**config.mk**
```make
export PLATFORM = sky130hd
export DESIGN_NAME = floppy_sd_arbiter
export DESIGN_NICKNAME = d
export VERILOG_FILES = /design/src/rtl/floppy_arb_pkg.sv /design/src/rtl/rr_arbiter.sv /design/src/rtl/floppy_sd_arbiter.sv
export SDC_FILE = /design/constraint.sdc
export NUM_CORES = 1
export LEC_CHECK = 0
export ABC_AREA = 1
export ABC_CLOCK_PERIOD_IN_PS = 3630
export CORE_MARGIN = 2
export CORE_UTILIZATION = 39
export CTS_CLUSTER_SIZE = 30
export DETAILED_ROUTE_END_ITERATION = 12
export GPL_TIMING_DRIVEN = 0
export PLACE_DENSITY = 0.86
export SETUP_SLACK_MARGIN = 0.4
export SLEW_MARGIN = 25
export SYNTH_ARGS = -nofsm -noshare
export SYNTH_HDL_FRONTEND = slang
export SYNTH_SLANG_ARGS = --single-unit
```
**constraint.sdc**
```tcl
create_clock -name clk -period 3.63 [get_ports clk]
set_clock_uncertainty 0.1 [all_clocks]
set_input_delay 0.5445 -clock clk [delete_from_list [all_inputs] [get_ports clk]]
set_output_delay 0.5445 -clock clk [all_outputs]
set_load 0.02 [all_outputs]
```
**src/rtl/floppy_arb_pkg.sv**
```systemverilog
// ============================================================================
// Module   : floppy_arb_pkg
// Desc     : Shared state encoding and default sizes for the floppy SD arbiter.
// Revision : 1.0  initial release
// ============================================================================
`default_nettype none

package floppy_arb_pkg;

  localparam int c_nreq_default  = 2;
  localparam int c_lba_w_default = 32;

  typedef enum logic [1:0] {
    ST_IDLE  = 2'd0,
    ST_ISSUE = 2'd1,
    ST_XFER  = 2'd2,
    ST_DRAIN = 2'd3
  } arb_state_t;

endpackage

`default_nettype wire

```
**src/rtl/rr_arbiter.sv**
```systemverilog
// ============================================================================
// Module   : rr_arbiter
// Desc     : Round-robin pick, searching upward from the slot after last owner.
// Revision : 1.0  initial release
// ============================================================================
`default_nettype none

module rr_arbiter
  import floppy_arb_pkg::*;
#(
  parameter int NREQ = c_nreq_default,
  parameter int ID_W = 1
) (
  input  logic [NREQ-1:0] req,
  input  logic [ID_W-1:0] last,
  output logic [NREQ-1:0] grant,
  output logic            valid
);

  // Offset 1 is checked first so the previous owner is considered last.
  always_comb begin
    grant = '0;
    valid = 1'b0;
    for (int off = 1; off <= NREQ; off++) begin
      for (int j = 0; j < NREQ; j++) begin
        if (!valid && req[j] && (j == (int'(last) + off) % NREQ)) begin
          grant[j] = 1'b1;
          valid    = 1'b1;
        end
      end
    end
  end

endmodule

`default_nettype wire

```
**src/rtl/floppy_sd_arbiter.sv**
```systemverilog
// ============================================================================
// Module   : floppy_sd_arbiter
// Desc     : Shares one SD host block channel among floppy track buffers.
// Revision : 1.0  initial release
// ============================================================================
`default_nettype none

module floppy_sd_arbiter
  import floppy_arb_pkg::*;
#(
  parameter int  NREQ   = c_nreq_default,
  parameter int  LBA_W  = c_lba_w_default,
  localparam int c_id_w = (NREQ > 1) ? $clog2(NREQ) : 1
) (
  input  logic                       clk,
  input  logic                       reset,
  input  logic [NREQ-1:0][LBA_W-1:0] req_lba,
  input  logic [NREQ-1:0]            req_rd,
  input  logic [NREQ-1:0]            req_wr,
  output logic [NREQ-1:0]            req_ack,
  input  logic [NREQ-1:0][7:0]       req_buff_din,
  output logic [NREQ-1:0]            req_buff_wr,
  output logic [LBA_W-1:0]           sd_lba,
  output logic                       sd_rd,
  output logic                       sd_wr,
  input  logic                       sd_ack,
  input  logic                       sd_buff_wr,
  output logic [7:0]                 sd_buff_din,
  output logic [c_id_w-1:0]          grant_id,
  output logic                       busy
);

  arb_state_t         r_state;
  arb_state_t         w_state_nxt;
  logic [LBA_W-1:0]   r_lba;
  logic [c_id_w-1:0]  r_grant;
  logic               r_dir_wr;

  logic [NREQ-1:0]    w_req;
  logic [NREQ-1:0]    w_rr_grant;
  logic               w_rr_valid;
  logic [c_id_w-1:0]  w_win_id;
  logic [LBA_W-1:0]   w_win_lba;
  logic               w_win_wr;
  logic               w_take;

  assign w_req = req_rd | req_wr;

  rr_arbiter #(
    .NREQ (NREQ),
    .ID_W (c_id_w)
  ) u_rr (
    .req   (w_req),
    .last  (r_grant),
    .grant (w_rr_grant),
    .valid (w_rr_valid)
  );

  // Write beats read when the winner holds both; the read stays pending.
  always_comb begin
    w_win_id  = '0;
    w_win_lba = '0;
    w_win_wr  = 1'b0;
    for (int j = 0; j < NREQ; j++) begin
      if (w_rr_grant[j]) begin
        w_win_id  = c_id_w'(j);
        w_win_lba = req_lba[j];
        w_win_wr  = req_wr[j];
      end
    end
  end

  assign w_take = (r_state == ST_IDLE) && w_rr_valid;

  always_ff @(posedge clk) begin
    if (!reset) begin
      r_state  <= ST_DRAIN;
      r_lba    <= '0;
      r_grant  <= c_id_w'(NREQ - 1);
      r_dir_wr <= 1'b0;
    end else begin
      r_state <= w_state_nxt;
      if (w_take) begin
        r_lba    <= w_win_lba;
        r_grant  <= w_win_id;
        r_dir_wr <= w_win_wr;
      end
    end
  end

  always_comb begin
    w_state_nxt = r_state;
    sd_rd       = 1'b0;
    sd_wr       = 1'b0;
    busy        = 1'b0;
    req_ack     = '0;
    req_buff_wr = '0;
    case (r_state)
      ST_IDLE:  if (w_rr_valid) w_state_nxt = ST_ISSUE;
      ST_ISSUE: begin
        sd_rd = !r_dir_wr;
        sd_wr = r_dir_wr;
        busy  = 1'b1;
        if (sd_ack) w_state_nxt = ST_XFER;
      end
      ST_XFER: begin
        busy = 1'b1;
        for (int j = 0; j < NREQ; j++) begin
          if (r_grant == c_id_w'(j)) begin
            req_ack[j]     = sd_ack;
            req_buff_wr[j] = sd_buff_wr & sd_ack;
          end
        end
        if (!sd_ack) w_state_nxt = ST_IDLE;
      end
      ST_DRAIN: if (!sd_ack) w_state_nxt = ST_IDLE;
      default:  w_state_nxt = ST_DRAIN;
    endcase
    // Reset silences the host-facing strobes before the next edge lands.
    if (!reset) begin
      sd_rd       = 1'b0;
      sd_wr       = 1'b0;
      busy        = 1'b0;
      req_ack     = '0;
      req_buff_wr = '0;
    end
  end

  assign sd_lba      = r_lba;
  assign grant_id    = r_grant;
  assign sd_buff_din = req_buff_din[r_grant];

endmodule

`default_nettype wire
```
==> metrics.txt <==
# TYPE chip_impl_metric gauge
chip_impl_info{name="result_of_the_run",value="complete, no violations"} 1
chip_impl_metric{name="drc",unit=""} 0
chip_impl_metric{name="synthAdderAreaFrac",unit=""} 0.03030
chip_impl_metric{name="insertion_delay",unit="ns"} 0.29
chip_impl_metric{name="nNetsFinal",unit=""} 589
chip_impl_metric{name="power.share.combinational",unit=""} 0.389
chip_impl_metric{name="synth_seq_cells",unit=""} 36
chip_impl_metric{name="p_int",unit="mW"} 0.7941
chip_impl_metric{name="port_buffers",unit=""} 135
chip_impl_info{name="synth_top_family_by_area",value="simple AND/OR/NAND/NOR gates"} 1
chip_impl_metric{name="post_synth_and_or_nand_nor_area_fraction",unit=""} 0.4794
chip_impl_metric{name="clock_tree.htree_level_count",unit=""} 2
chip_impl_metric{name="synth-compound-area-share",unit=""} 0.01576
chip_impl_info{name="worstSetupPathType",value="in2out"} 1
chip_impl_metric{name="layout_setup_ws",unit="ns"} 0.9122
chip_impl_metric{name="setup_viol_count_final",unit=""} 0
chip_impl_info{name="holdCritPathClass",value="reg2reg"} 1
chip_impl_metric{name="hold_path_depth",unit=""} 2
chip_impl_metric{name="power_density",unit="nW/µm²"} 335.1
chip_impl_metric{name="via_count",unit=""} 2590
chip_impl_metric{name="yosys_warnings",unit=""} 0
chip_impl_info{name="critPathLaunchType",value="input port"} 1
chip_impl_info{name="timing.critical_path.from",value="reset"} 1
chip_impl_metric{name="synthesis.area",unit="µm²"} 2064
chip_impl_metric{name="power",unit="mW"} 1.203
chip_impl_info{name="clock-root-buffer",value="sky130_fd_sc_hd__clkbuf_8"} 1
chip_impl_info{name="synth.largest_area_cell",value="sky130_fd_sc_hd__dfxtp_1"} 1
chip_impl_metric{name="tritoncts.num_buffers",unit=""} 5
chip_impl_metric{name="dpl.hpwl",unit="mm"} 5.163
chip_impl_metric{name="detail_route.first_pass.iterations",unit=""} 4
chip_impl_metric{name="post_route_cells_drive_above_1_share",unit=""} 0.04829
chip_impl_metric{name="cts_buffer_depth",unit=""} 2
chip_impl_metric{name="timing.final.hold_violations",unit=""} 0
chip_impl_metric{name="fin_setup_tns",unit="ns"} 0
chip_impl_metric{name="layout.core_utilization",unit=""} 0.7026
chip_impl_metric{name="power.switching_fraction",unit=""} 0.3396
chip_impl_metric{name="cts_sinks",unit=""} 36
chip_impl_metric{name="static-leakage-power",unit="nW"} 1.747
chip_impl_metric{name="detailedRoute.firstIterationViolations",unit=""} 73
chip_impl_metric{name="antennaDiodeCount",unit=""} 0
chip_impl_metric{name="ir_drop",unit="mV"} 0.2478
chip_impl_metric{name="area.growth.synth_to_final",unit="%"} 73.82
chip_impl_info{name="cells_taking_the_most_area_after_synthesis",value="sky130_fd_sc_hd__dfxtp_1, sky130_fd_sc_hd__nor2_1, sky130_fd_sc_hd__nand2_1"} 1
chip_impl_metric{name="die_height",unit="µm"} 76.76
chip_impl_metric{name="antenna_found_initial",unit=""} 0
chip_impl_metric{name="worstPathRequired",unit="ns"} 2.99
chip_impl_metric{name="timing.critical_path.arrival",unit="ns"} 2.07
chip_impl_metric{name="area_of_all_placed_cells_without_fillers",unit="µm²"} 3588
chip_impl_info{name="rsz_0062_raised_after_global_routing",value="no"} 1
chip_impl_metric{name="synth.top_cell.area_share",unit=""} 0.3491
chip_impl_metric{name="post_cts_buffers",unit=""} 0
chip_impl_metric{name="grt_pass1_wl",unit="mm"} 10.96
chip_impl_metric{name="holdWs",unit="ns"} 0.4141
chip_impl_metric{name="final_estimated_routing_congestion_in_global_placement",unit=""} 0.8579
chip_impl_metric{name="seq_power_share",unit=""} 0.374
chip_impl_metric{name="synth.area.mux_share",unit=""} 0
chip_impl_metric{name="tightest_slew",unit="ns"} 0.5006
chip_impl_metric{name="avgViaCountPerCell",unit=""} 4.568
chip_impl_metric{name="postCtsHoldBufs",unit=""} 0
chip_impl_metric{name="groute.usage.overall",unit=""} 0.2240
chip_impl_info{name="worstReg2RegStart",value="r_state[0]"} 1
chip_impl_metric{name="cap_viol_max_count",unit=""} 0
chip_impl_metric{name="grt_max_degree",unit=""} 12
chip_impl_info{name="setup.worst_path.end_class",value="output port"} 1
chip_impl_metric{name="initial_core_util",unit=""} 0.4042
chip_impl_metric{name="die_width",unit="µm"} 76.76
chip_impl_metric{name="grt-ovfl-total",unit=""} 0
chip_impl_metric{name="wire_per_inst",unit="µm"} 11.89
chip_impl_metric{name="grt_pass1_vias",unit=""} 2463
chip_impl_metric{name="cts-resized-gates",unit=""} 0
chip_impl_metric{name="core_area",unit="µm²"} 5107
chip_impl_metric{name="switching_component_of_the_power",unit="mW"} 0.4084
chip_impl_metric{name="worstPathMaxFanout",unit=""} 4
chip_impl_metric{name="pre_cts_ws",unit="ns"} 0.9310
chip_impl_metric{name="synth.avg_cell_area",unit="µm²"} 5.832
chip_impl_metric{name="proportion_of_synthesized_chip_area_in_sequential_cells",unit=""} 0.3491
chip_impl_metric{name="post_synth_xor_area_fraction",unit=""} 0
chip_impl_metric{name="totalWireLength",unit="mm"} 6.742
chip_impl_metric{name="timing.final.crit_period",unit="ns"} 2.718
chip_impl_metric{name="final-max-slew-violation-count",unit=""} 0
chip_impl_metric{name="detailed_place.area",unit="µm²"} 3503
chip_impl_metric{name="timing.final.crit_share",unit=""} 0.7487
chip_impl_metric{name="floorplan.rows",unit=""} 26
chip_impl_metric{name="post_synth_num_cell_types",unit=""} 19
chip_impl_metric{name="maxClockFrequency",unit="MHz"} 367.9
chip_impl_metric{name="mappedNetlistNets",unit=""} 447
chip_impl_metric{name="floorplan.die_area",unit="µm²"} 5891
chip_impl_metric{name="ant_nets",unit=""} 0
chip_impl_metric{name="r2r.worst_path.cells",unit=""} 7
chip_impl_metric{name="final_cell_count_no_fill",unit=""} 567
chip_impl_metric{name="normalized_max_slew_margin",unit=""} 0.6663
chip_impl_metric{name="pwr-share-clk",unit=""} 0.237
chip_impl_info{name="min-delay-start",value="r_state[1]"} 1
chip_impl_info{name="tritoncts",value="yes"} 1
chip_impl_metric{name="clkSlewWorstSetupHoldPaths",unit="ns"} 0.06
chip_impl_metric{name="synthCells",unit=""} 354
chip_impl_metric{name="io_pins",unit=""} 136
chip_impl_metric{name="dpl_cells",unit=""} 559
[cell usage after synthesis]
cell type	instances
sky130_fd_sc_hd__nor2_1	101
sky130_fd_sc_hd__nand2_1	99
sky130_fd_sc_hd__inv_1	42
sky130_fd_sc_hd__nand3_1	38
sky130_fd_sc_hd__dfxtp_1	36
sky130_fd_sc_hd__buf_2	9
sky130_fd_sc_hd__ha_1	5
sky130_fd_sc_hd__clkbuf_1	4
sky130_fd_sc_hd__nor3_1	4
sky130_fd_sc_hd__a21oi_1	3
sky130_fd_sc_hd__inv_2	3
sky130_fd_sc_hd__buf_4	2
sky130_fd_sc_hd__nor2_4	2
sky130_fd_sc_hd__buf_1	1
sky130_fd_sc_hd__buf_6	1
sky130_fd_sc_hd__nand2_2	1
sky130_fd_sc_hd__o21a_1	1
sky130_fd_sc_hd__o21ai_0	1
sky130_fd_sc_hd__o21ai_1	1
[worst max-delay path, cell delays in order]
cell	delay, ns
sky130_fd_sc_hd__clkdlybuf4s50_1	0.56
sky130_fd_sc_hd__nand3_1	0.17
sky130_fd_sc_hd__nor3_1	0.16
sky130_fd_sc_hd__clkdlybuf4s50_1	0.64
[worst paths after layout]
path | end | slack [ns]
setup / recovery | req_buff_wr[0] | 0.91
hold / removal | r_state[1] | 0.41
setup reg to reg | sd_lba[2] | 1.88
hold reg to reg | r_state[1] | 0.41
[registers in the layout (all words and copies together) (netlist names)]
signal    cells
sd_lba       32
r_state       2
grant_id      1
r_dir_wr      1
[cells in the final DEF, fill, tap and decap left out]
cell type,count
sky130_fd_sc_hd__buf_1,1
sky130_fd_sc_hd__dfxtp_1,36
sky130_fd_sc_hd__nand2_2,1
sky130_fd_sc_hd__nand2_1,99
sky130_fd_sc_hd__nor2_4,2
sky130_fd_sc_hd__clkdlybuf4s50_1,135
sky130_fd_sc_hd__inv_2,3
sky130_fd_sc_hd__nor2_1,101
sky130_fd_sc_hd__o21a_1,1
sky130_fd_sc_hd__o21ai_0,1
sky130_fd_sc_hd__o21ai_1,1
sky130_fd_sc_hd__clkinv_4,1
sky130_fd_sc_hd__clkbuf_8,5
sky130_fd_sc_hd__nor3_1,4
sky130_fd_sc_hd__buf_6,1
sky130_fd_sc_hd__nand3_1,38
sky130_fd_sc_hd__a21oi_1,3
sky130_fd_sc_hd__clkbuf_1,6
sky130_fd_sc_hd__inv_1,42
sky130_fd_sc_hd__ha_1,5
sky130_fd_sc_hd__buf_4,2
sky130_fd_sc_hd__buf_2,9
[power by group through the flow]
| stage | logic, mW | registers, mW | clock network [mW] |
|---|---|---|---|
| floorplan | 0.198 | 0.491 | 0 |
| global placement | 0.458 | 0.457 | 0 |
| detailed placement | 0.467 | 0.458 | 0 |
| CTS | 0.470 | 0.450 | 0.290 |
| global route | 0.511 | 0.454 | 0.306 |
| finish | 0.468 | 0.450 | 0.285 |
[area by class of cell]
class                      instances  area [µm²]
clock buffer                       7       76.32
tap                               70       87.58
fill                             453        1519
buffer                            17       90.09
multi-input combinational        256        1085
clock inverter                     1       8.758
sequential                        36       720.7
timing repair buffer             135        1351
inverter                          45       168.9
[logic make-up (layout without fill, tap and decap cells)]
family / count (synthesis) / in the layout
AOI/OAI and AO/OA: 6 / 6
adders and majority gates: 5 / 5
buffers and inverters: 62 / 205
DFF: 36 / 36
and+or+nand+nor: 245 / 245
[per-layer routing]
layer  global-route usage  part of all wire  up-vias
li1                     -                 -     1340
met3              0.04941             0.069       14
met1               0.2595              0.42     1148
met5                    0                 0        -
met4              0.07636             0.017        0
met2               0.4044              0.50       88
No activity file was read; power rests on OpenSTA's default activity.
